### src/rtl/pio_debounce_irq_if.sv
// Avalon-MM slave bus bundle for the debounced PIO peripheral.
// The host side drives address/strobes/data; the peripheral returns registered read data.
interface pio_debounce_irq_if;
  logic [2:0]  avs_address;
  logic        avs_read;
  logic        avs_write;
  logic [31:0] avs_writedata;
  logic [31:0] avs_readdata;

  modport master (
    output avs_address, avs_read, avs_write, avs_writedata,
    input  avs_readdata
  );

  modport slave (
    input  avs_address, avs_read, avs_write, avs_writedata,
    output avs_readdata
  );
endinterface

### src/rtl/pio_debounce_irq.sv
// Parallel I/O peripheral: synchronised, debounced, edge-captured inputs with masked level IRQ,
// plus an output register with direct, set and clear writes.
module pio_debounce_irq #(
  parameter int               WIDTH     = 18,
  parameter int               DB_CYCLES = 50000,
  parameter int               EDGE_MODE = 0,
  parameter logic [WIDTH-1:0] OUT_RESET = '0
) (
  input  logic                clk_clk,
  input  logic                reset_reset,
  pio_debounce_irq_if.slave   avs,
  input  logic [WIDTH-1:0]    gpio_in,
  output logic [WIDTH-1:0]    gpio_out,
  output logic                irq
);

  localparam int               CNT_W   = $clog2(DB_CYCLES) + 1;
  localparam logic [CNT_W-1:0] CNT_MAX = CNT_W'(DB_CYCLES - 1);

  localparam logic [2:0] REG_DATA     = 3'd0;
  localparam logic [2:0] REG_OUTPUT   = 3'd1;
  localparam logic [2:0] REG_IRQ_MASK = 3'd2;
  localparam logic [2:0] REG_EDGE_CAP = 3'd3;
  localparam logic [2:0] REG_OUTSET   = 3'd4;
  localparam logic [2:0] REG_OUTCLR   = 3'd5;

  logic [WIDTH-1:0] sync_meta, sync;
  logic [WIDTH-1:0] stable, stable_next;
  logic [CNT_W-1:0] cnt      [WIDTH];
  logic [CNT_W-1:0] cnt_next [WIDTH];
  logic [WIDTH-1:0] cap, mask;
  logic [WIDTH-1:0] edge_hit, cap_clr, wr_data;
  logic [31:0]      rd_word;

  // Upper write-data bits beyond WIDTH are intentionally dropped.
  logic unused_wdata;
  assign unused_wdata = ^avs.avs_writedata;

  assign wr_data = avs.avs_writedata[WIDTH-1:0];
  assign cap_clr = (avs.avs_write && avs.avs_address == REG_EDGE_CAP) ? wr_data : '0;

  // NOTE: every variable gets a default before any branch so no latch is inferred.
  always_comb begin
    stable_next = stable;
    for (int i = 0; i < WIDTH; i++) begin
      cnt_next[i] = '0;
      if (sync[i] != stable[i]) begin
        if (cnt[i] == CNT_MAX) stable_next[i] = sync[i];
        else                   cnt_next[i]    = cnt[i] + 1'b1;
      end
    end
  end

  always_comb begin
    case (EDGE_MODE)
      0:       edge_hit = stable_next & ~stable;
      1:       edge_hit = ~stable_next & stable;
      default: edge_hit = stable_next ^ stable;
    endcase
  end

  always_comb begin
    rd_word = '0;
    case (avs.avs_address)
      REG_DATA:     rd_word[WIDTH-1:0] = stable;
      REG_OUTPUT:   rd_word[WIDTH-1:0] = gpio_out;
      REG_IRQ_MASK: rd_word[WIDTH-1:0] = mask;
      REG_EDGE_CAP: rd_word[WIDTH-1:0] = cap;
      default:      rd_word = '0;
    endcase
  end

  // NOTE: sequential state uses non-blocking assignments so every flop samples pre-edge values.
  always_ff @(posedge clk_clk or posedge reset_reset) begin
    if (reset_reset) begin
      sync_meta <= '0;
      sync      <= '0;
      stable    <= '0;
      // NOTE: the counter array is reset so a reset mid-debounce discards any partial count.
      for (int i = 0; i < WIDTH; i++) cnt[i] <= '0;
    end else begin
      sync_meta <= gpio_in;
      sync      <= sync_meta;
      stable    <= stable_next;
      for (int i = 0; i < WIDTH; i++) cnt[i] <= cnt_next[i];
    end
  end

  // A fresh edge wins over a write-1-clear of the same bit.
  always_ff @(posedge clk_clk or posedge reset_reset) begin
    if (reset_reset) begin
      cap               <= '0;
      mask              <= '0;
      gpio_out          <= OUT_RESET;
      avs.avs_readdata  <= '0;
    end else begin
      cap <= (cap & ~cap_clr) | edge_hit;
      if (avs.avs_write) begin
        case (avs.avs_address)
          REG_DATA:     gpio_out <= wr_data;
          REG_IRQ_MASK: mask     <= wr_data;
          REG_OUTSET:   gpio_out <= gpio_out | wr_data;
          REG_OUTCLR:   gpio_out <= gpio_out & ~wr_data;
          default:      ;
        endcase
      end
      if (avs.avs_read) avs.avs_readdata <= rd_word;
    end
  end

  assign irq = |(cap & mask);

endmodule

### src/flat_wrapper.sv
// flat-port wrapper written by rule: the top's interface ports become plain ports
module pio_debounce_irq_flat 
#(
  parameter int               WIDTH     = 18,
  parameter int               DB_CYCLES = 50000,
  parameter int               EDGE_MODE = 0,
  parameter logic [WIDTH-1:0] OUT_RESET = '0
)
  (clk_clk, reset_reset, gpio_in, gpio_out, irq, avs_avs_address, avs_avs_read, avs_avs_write, avs_avs_writedata, avs_avs_readdata);
  pio_debounce_irq_if avs_i ();
  input  logic clk_clk;
  input  logic reset_reset;
  input  logic [WIDTH-1:0] gpio_in;
  output logic [WIDTH-1:0] gpio_out;
  output logic irq;
  input wire logic [$bits(avs_i.avs_address)-1:0] avs_avs_address;
  input wire logic [$bits(avs_i.avs_read)-1:0] avs_avs_read;
  input wire logic [$bits(avs_i.avs_write)-1:0] avs_avs_write;
  input wire logic [$bits(avs_i.avs_writedata)-1:0] avs_avs_writedata;
  output wire logic [$bits(avs_i.avs_readdata)-1:0] avs_avs_readdata;
  assign avs_i.avs_address = avs_avs_address;
  assign avs_i.avs_read = avs_avs_read;
  assign avs_i.avs_write = avs_avs_write;
  assign avs_i.avs_writedata = avs_avs_writedata;
  assign avs_avs_readdata = avs_i.avs_readdata;
  pio_debounce_irq #(.WIDTH(WIDTH), .DB_CYCLES(DB_CYCLES), .EDGE_MODE(EDGE_MODE), .OUT_RESET(OUT_RESET)) u_core (.clk_clk(clk_clk), .reset_reset(reset_reset), .avs(avs_i), .gpio_in(gpio_in), .gpio_out(gpio_out), .irq(irq));
endmodule
### config.mk
export PLATFORM = sky130hd
export DESIGN_NAME = pio_debounce_irq_flat
export DESIGN_NICKNAME = d
export VERILOG_FILES = /design/src/rtl/pio_debounce_irq_if.sv /design/src/rtl/pio_debounce_irq.sv /design/src/flat_wrapper.sv
export SDC_FILE = /design/constraint.sdc
export NUM_CORES = 1
export LEC_CHECK = 0
export CAP_MARGIN = 20
export CORE_MARGIN = 2
export CORE_UTILIZATION = 45
export CTS_CLUSTER_DIAMETER = 50
export DETAILED_ROUTE_END_ITERATION = 10
export GPL_ROUTABILITY_DRIVEN = 0
export HOLD_SLACK_MARGIN = 0.05
export PLACE_DENSITY = 0.73
export SLEW_MARGIN = 15
export SYNTH_ARGS = -nofsm -noshare
export SYNTH_HDL_FRONTEND = slang
export SYNTH_SLANG_ARGS = --single-unit
### constraint.sdc
create_clock -name clk_clk -period 19.6 [get_ports clk_clk]
set_clock_uncertainty 0.05 [all_clocks]
set_input_delay 3.92 -clock clk_clk [delete_from_list [all_inputs] [get_ports clk_clk]]
set_output_delay 3.92 -clock clk_clk [all_outputs]
set_load 0.1 [all_outputs]
==> results of run 1 <==
power by group:
group          switching [W]  total (W)  leakage (nW)  internal [W]
clock               0.000367   0.000930         0.817      0.000563
sequential         0.0000312   0.000956          5.83      0.000925
combinational       0.000151   0.000206          2.91     0.0000550
layout make-up:
cell class | instances | area, um^2
fill | 3862 | 21500
sequential | 432 | 10800
multi-input combinational | 1468 | 9230
clock buffer | 71 | 1470
timing repair buffer | 102 | 1030
tap | 600 | 751
inverter | 59 | 229
clock inverter | 19 | 203
antenna | 1 | 2.50
metal layers:
metal	wire length, um	vias to the layer above	track usage
met5	45	-	0
met4	1190	6	0.0671
met3	2740	84	0.0483
met2	21200	349	0.306
met1	20200	7540	0.260
li1	-	7281	-
worst register-to-register path: cells and delay by family, from the launching register on:
family	cells	cell delay, ns
and+or+nand+nor	2	0.56
buffers and inverters	1	0.30
AOI/OAI and AO/OA	2	0.85
DFF	1	0.42
final timing paths:
path	from	to	depth (start not counted)
max	u_core.mask[3]	irq	5
min	u_core.sync_meta[5]	u_core.sync[5]	0
max reg2reg	u_core.cnt[197]	u_core.cnt[202]	5
min reg2reg	u_core.sync_meta[5]	u_core.sync[5]	0
max in group asynchronous	reset_reset	u_core.cnt[32]	4
min in group asynchronous	reset_reset	u_core.cnt[235]	2
flip-flops by register name, summed over array words and instances (netlist names):
name                     count
u_core.stable               18
u_core.sync_meta            18
u_core.mask                 18
u_core.cap                  18
u_core.cnt                 306
u_core.avs.avs_readdata     18
u_core.gpio_out             18
u_core.sync                 18
metrics by stage:
step | area (um^2) | setup WS, ns
6_report | 23700 | 12.63
3_5_place_dp | 21900 | 12.33
5_1_grt | 23700 | 12.52
2_1_floorplan | 20600 | 3.60
4_1_cts | 23600 | 12.57
3_3_place_gp | 21900 | 12.42
cells by family after synthesis:
logic type / count (synthesis) / share of synthesized area
AND/OR/NAND/NOR: 951 / 0.233
flip-flops: 432 / 0.526
XOR/XNOR: 262 / 0.112
AO/OA/AOI/OAI: 186 / 0.0697
buffers and inverters: 124 / 0.0278
multiplexers: 37 / 0.0202
adder cells (fa/ha/maj): 18 / 0.0110
other: 1 / 0.000183
cell usage in the layout (no fill, tap or decap), types with 8 or more instances in the layout:
| cell type | n |
|---|---|
| dfrtp_1 | 432 |
| nor2_1 | 317 |
| xnor2_1 | 179 |
| nand2_1 | 140 |
| nand4_1 | 103 |
| nand3_1 | 94 |
| nor4_1 | 92 |
| xor2_1 | 83 |
| clkdlybuf4s50_1 | 79 |
| inv_1 | 58 |
| o21ai_0 | 58 |
| clkbuf_16 | 51 |
| nor3_1 | 44 |
| mux2_2 | 36 |
| and3_1 | 29 |
| nand2b_1 | 27 |
| a21oi_1 | 26 |
| a22o_1 | 22 |
| a221oi_1 | 21 |
| or3_1 | 20 |
| or4_1 | 19 |
| buf_4 | 19 |
| a21boi_0 | 18 |
| ha_1 | 18 |
| or2_2 | 14 |
| conb_1 | 14 |
| clkbuf_8 | 12 |
| and4_1 | 11 |
| a32o_1 | 10 |
| o41ai_2 | 10 |
| o31ai_1 | 9 |
| clkbuf_1 | 8 |
==> flow_metrics.tcl, run 1 <==
set metrics [dict create \
    cts_repair_resize_count 0 \
    grt_pass1_wl_um 74800 \
    required_ns 15.63 \
    async_flop_share 1.00 \
    synth-edff-count 0 \
    synth.most_common_cell "dfrtp_1" \
    hold_viol_final 0 \
    reg2reg_slack_ns 17.29 \
    viasPerCell 5.55 \
    hp-class "reg -> reg" \
    whs_ns 0.289 \
    h-tree-depth 2 \
    vias 15260 \
    synth_commonest_cells "dfrtp_1 (432), nor2_1 (317), xnor2_1 (179)" \
    grt_pass1_vias 14791 \
    crit_slowest_cell "clkdlybuf4s50_1" \
    status "finished, final reports clean" \
    cp_cell_sequence "a22o_1 -> a221oi_1 -> and3_1 -> nand4_1 -> clkdlybuf4s50_1" \
    synthTopCellsByArea "dfrtp_1 (53%), xnor2_1 (7.6%), nor2_1 (5.8%)" \
    crit_path_end_kind "primary output" \
    ys_warn_count 0 \
    cts_buffers 50 \
    slew_headroom 0.235 \
    num-nets-final 2188 \
    totalPowerFinal_w 0.00209 \
    start_util 0.454 \
    worst_ep_arrival_time_ns 3.00 \
    core_mm2 0.0452 \
    fin_crit_sh 0.356 \
    critPathMaxFanout 3 \
    cts_sinks 432 \
    syn_inst 2011 \
    clk_latency_ns 0.57 \
    root_buffer "clkbuf_16" \
    ios 108 \
    avgSynthCellArea_um2 10.2 \
    first_iter_violations 1091 \
    die-area_mm2 0.0474 \
    final_antenna_net_count 0 \
    powerDensity_mw_per_mm2 88.1 \
    dp.cells 2656 \
    die_w_um 218 \
    setup.worst_path.class "reg -> out" \
    drive_gt1_frac 0.0865 \
    yosysTopAreaCellShare 0.526 \
    wl_per_cell_um 16.5 \
    critPathLaunchType "register" \
    cts_tree "built" \
    slew_violations 0 \
    ys_seq_area_frac 0.526 \
    setup-violations-final 0 \
    antenna_found_initial 4 \
    hpwl_um 30100 \
    cts_buffer_depth 3 \
    worstMarginPinSlew_ns 1.14 \
    synth_flop_cell "dfrtp_1" \
    post-cts-setup-buffers 0 \
    io_buffers 79 \
    ir_drop_mv 0.0623 \
    grt_max_degree 153 \
    tns_ns 0 \
    grt_use_total 0.194 \
    crit_buf_inv 1 \
    maxCapViolations 0 \
    ctsHoldBuffers 0 \
    ys_ff_latch 432 \
    grt_remaining_overflow 0 \
    yosysTopAreaCell "dfrtp_1" \
    p_leak_nw 9.57 \
    fmax_mhz 144 \
    firstDrtPassIters 5 \
    clkSlewWorstSetupHoldPaths_ns 0.06 \
    die_h_um 218 \
    final_cells 2752 \
    synth_cell_types 57 \
    wirelength_um 45400 \
    slowest_delay_ns 1.04 \
    areaGrowthSynthToFinish_pct 15.6 \
    fin_crit_ns 6.97 \
    drcViolationCount 0 \
    critical_path.top_delay_family "buffers and inverters" \
    syn_area_mm2 0.0205 \
    placementRows 78 \
    rsz0062_at_grt "no" \
    fin_util 0.525 \
]
Note: power is estimated with default switching activity, not from simulation.
==> inputs of run 2 (changes only) <==
==> constraint.sdc (replaced) <==
create_clock -name clk_clk -period 6.5 [get_ports clk_clk]
set_clock_uncertainty 0.05 [all_clocks]
set_input_delay 1.3 -clock clk_clk [delete_from_list [all_inputs] [get_ports clk_clk]]
set_output_delay 1.3 -clock clk_clk [all_outputs]
set_load 0.1 [all_outputs]
==> run 2 against run 1 <==
Design area up 0.54%. Register-to-register slack worse by 13 ns. Combinational power rose to 3.0 times the previous value. Count of clock-buffer cells in the layout up 5. Critical path depth unchanged. Power rose to 3.2 times the previous value. First-iteration DRC count down 1.6%. Utilization up 0.28 points. Hold slack better by 0.0078 ns. Critical path type unchanged.
==> flow_metrics.tcl, run 2 (synthesis gave the netlist of run 1 again) <==
set metrics [dict create \
    grt_remaining_overflow 0 \
    setup.worst_path.class "reg -> out" \
    grt_use_total 0.194 \
    num-nets-final 2189 \
    cts_tree "built" \
    worst_ep_arrival_time_ns 2.90 \
    placementRows 78 \
    whs_ns 0.297 \
    largest_reg_flops 306 \
    setup-violations-final 0 \
    grt_pass1_vias 14897 \
    h-tree-depth 2 \
    status "finished, final reports clean" \
    post-cts-setup-buffers 0 \
    die_w_um 218 \
    multi_input_area_mm2 0.00921 \
    io_buffers 79 \
    final_antenna_net_count 0 \
    wl_per_cell_um 16.4 \
    powerDensity_mw_per_mm2 277 \
    rsz0062_at_grt "no" \
    crit_path_end_kind "primary output" \
    grt_max_degree 181 \
    top_register "u_core.cnt" \
    hp-class "reg -> reg" \
    cts_repair_resize_count 0 \
    areaGrowthSynthToFinish_pct 16.2 \
    hpwl_um 30000 \
    ir_drop_mv 0.188 \
    vias 15258 \
    maxCapViolations 0 \
    critPathMaxFanout 3 \
    layout_common_cells "dfrtp_1 (432), nor2_1 (317), xnor2_1 (179)" \
    cts_buffer_depth 3 \
    required_ns 5.15 \
    seq_area_mm2 0.0108 \
    firstDrtPassIters 7 \
    cts_sinks 432 \
    totalPowerFinal_w 0.00661 \
    core_mm2 0.0452 \
    die_h_um 218 \
    critPathLaunchType "register" \
    die-area_mm2 0.0474 \
    clk_latency_ns 0.60 \
    fin_util 0.528 \
    hold_viol_final 0 \
    fillCellCount 3910 \
    cts_buffers 53 \
    drcViolationCount 0 \
    wirelength_um 45200 \
    fmax_mhz 235 \
    antenna_found_initial 2 \
    drive_gt1_frac 0.0880 \
    viasPerCell 5.53 \
    clkSlewWorstSetupHoldPaths_ns 0.06 \
    fin_crit_sh 0.654 \
    ctsHoldBuffers 0 \
    worstMarginPinSlew_ns 1.13 \
    slew_violations 0 \
    layout_commonest_cell "dfrtp_1" \
    grt_pass1_wl_um 75200 \
    slew_headroom 0.246 \
    tns_ns 0 \
    root_buffer "clkbuf_16" \
    start_util 0.454 \
    first_iter_violations 1074 \
    p_leak_nw 9.63 \
    fin_crit_ns 4.25 \
    ios 108 \
]
-- run 2: cell types whose count changed in the layout (fill, tap and decap cells not counted), sizes merged --
| cell | previous run | this run |
|---|---|---|
| inv | 63 | 68 |
| clkinvlp | 4 | 3 |
| clkbuf | 71 | 76 |
| bufinv | 3 | 6 |
| clkinv | 8 | 5 |
| buf | 23 | 21 |
-- run 2: power by group --
group / switching, W / internal (W) / total, W
combinational: 0.000450 / 0.000164 / 0.000614
sequential: 0.0000962 / 0.00279 / 0.00288
clock: 0.00118 / 0.00193 / 0.00311
-- run 2: path summary, 6_finish.rpt --
check                                          from               to  slack, ns  cells after the start
worst max register to register      u_core.cnt[164]  u_core.cnt[161]       4.25                      5
worst min-delay path            u_core.sync_meta[7]   u_core.sync[7]       0.30                      0
min in group asynchronous               reset_reset  u_core.cnt[237]       1.29                      3
max in group asynchronous               reset_reset   u_core.cnt[26]       4.32                      3
worst max-delay path                 u_core.mask[3]              irq       2.25                      5
worst min register to register  u_core.sync_meta[7]   u_core.sync[7]       0.30                      0
-- run 2: layout make-up --
class / count / share of cell area
Multi-Input combinational cell: 1468 / 0.386
Antenna cell: 1 / 0.000105
Timing Repair Buffer: 100 / 0.0408
Sequential cell: 432 / 0.453
Clock inverter: 23 / 0.0134
Tap cell: 600 / 0.0315
Inverter: 59 / 0.00944
Clock buffer: 76 / 0.0656
-- run 2: metrics by stage --
stage | cells | cell area [um^2] | setup slack, ns
finish | 2759 | 23900 | 2.25
global route | 2758 | 23900 | 2.15
CTS | 2756 | 23800 | 2.22
detailed placement | 2657 | 21900 | 2.29
global placement | 2657 | 21900 | 2.42
floorplan | 2024 | 20600 | -0.683
-- run 2: routing by layer --
metal  vias up  global-route usage  share of wire
li1       7280                   -              -
met1      7544               0.262           0.44
met2       345               0.307           0.47
met3        85              0.0435          0.058
met4         4              0.0694          0.031
met5         -                   0        0.00062
-- run 2: critical path, stage by stage, from the launching register on --
cell and delay, ns:
dfrtp_1 0.40, a22o_1 0.29, a221oi_1 0.27, and3_1 0.23, nand4_1 0.07, clkdlybuf4s50_1 1.04
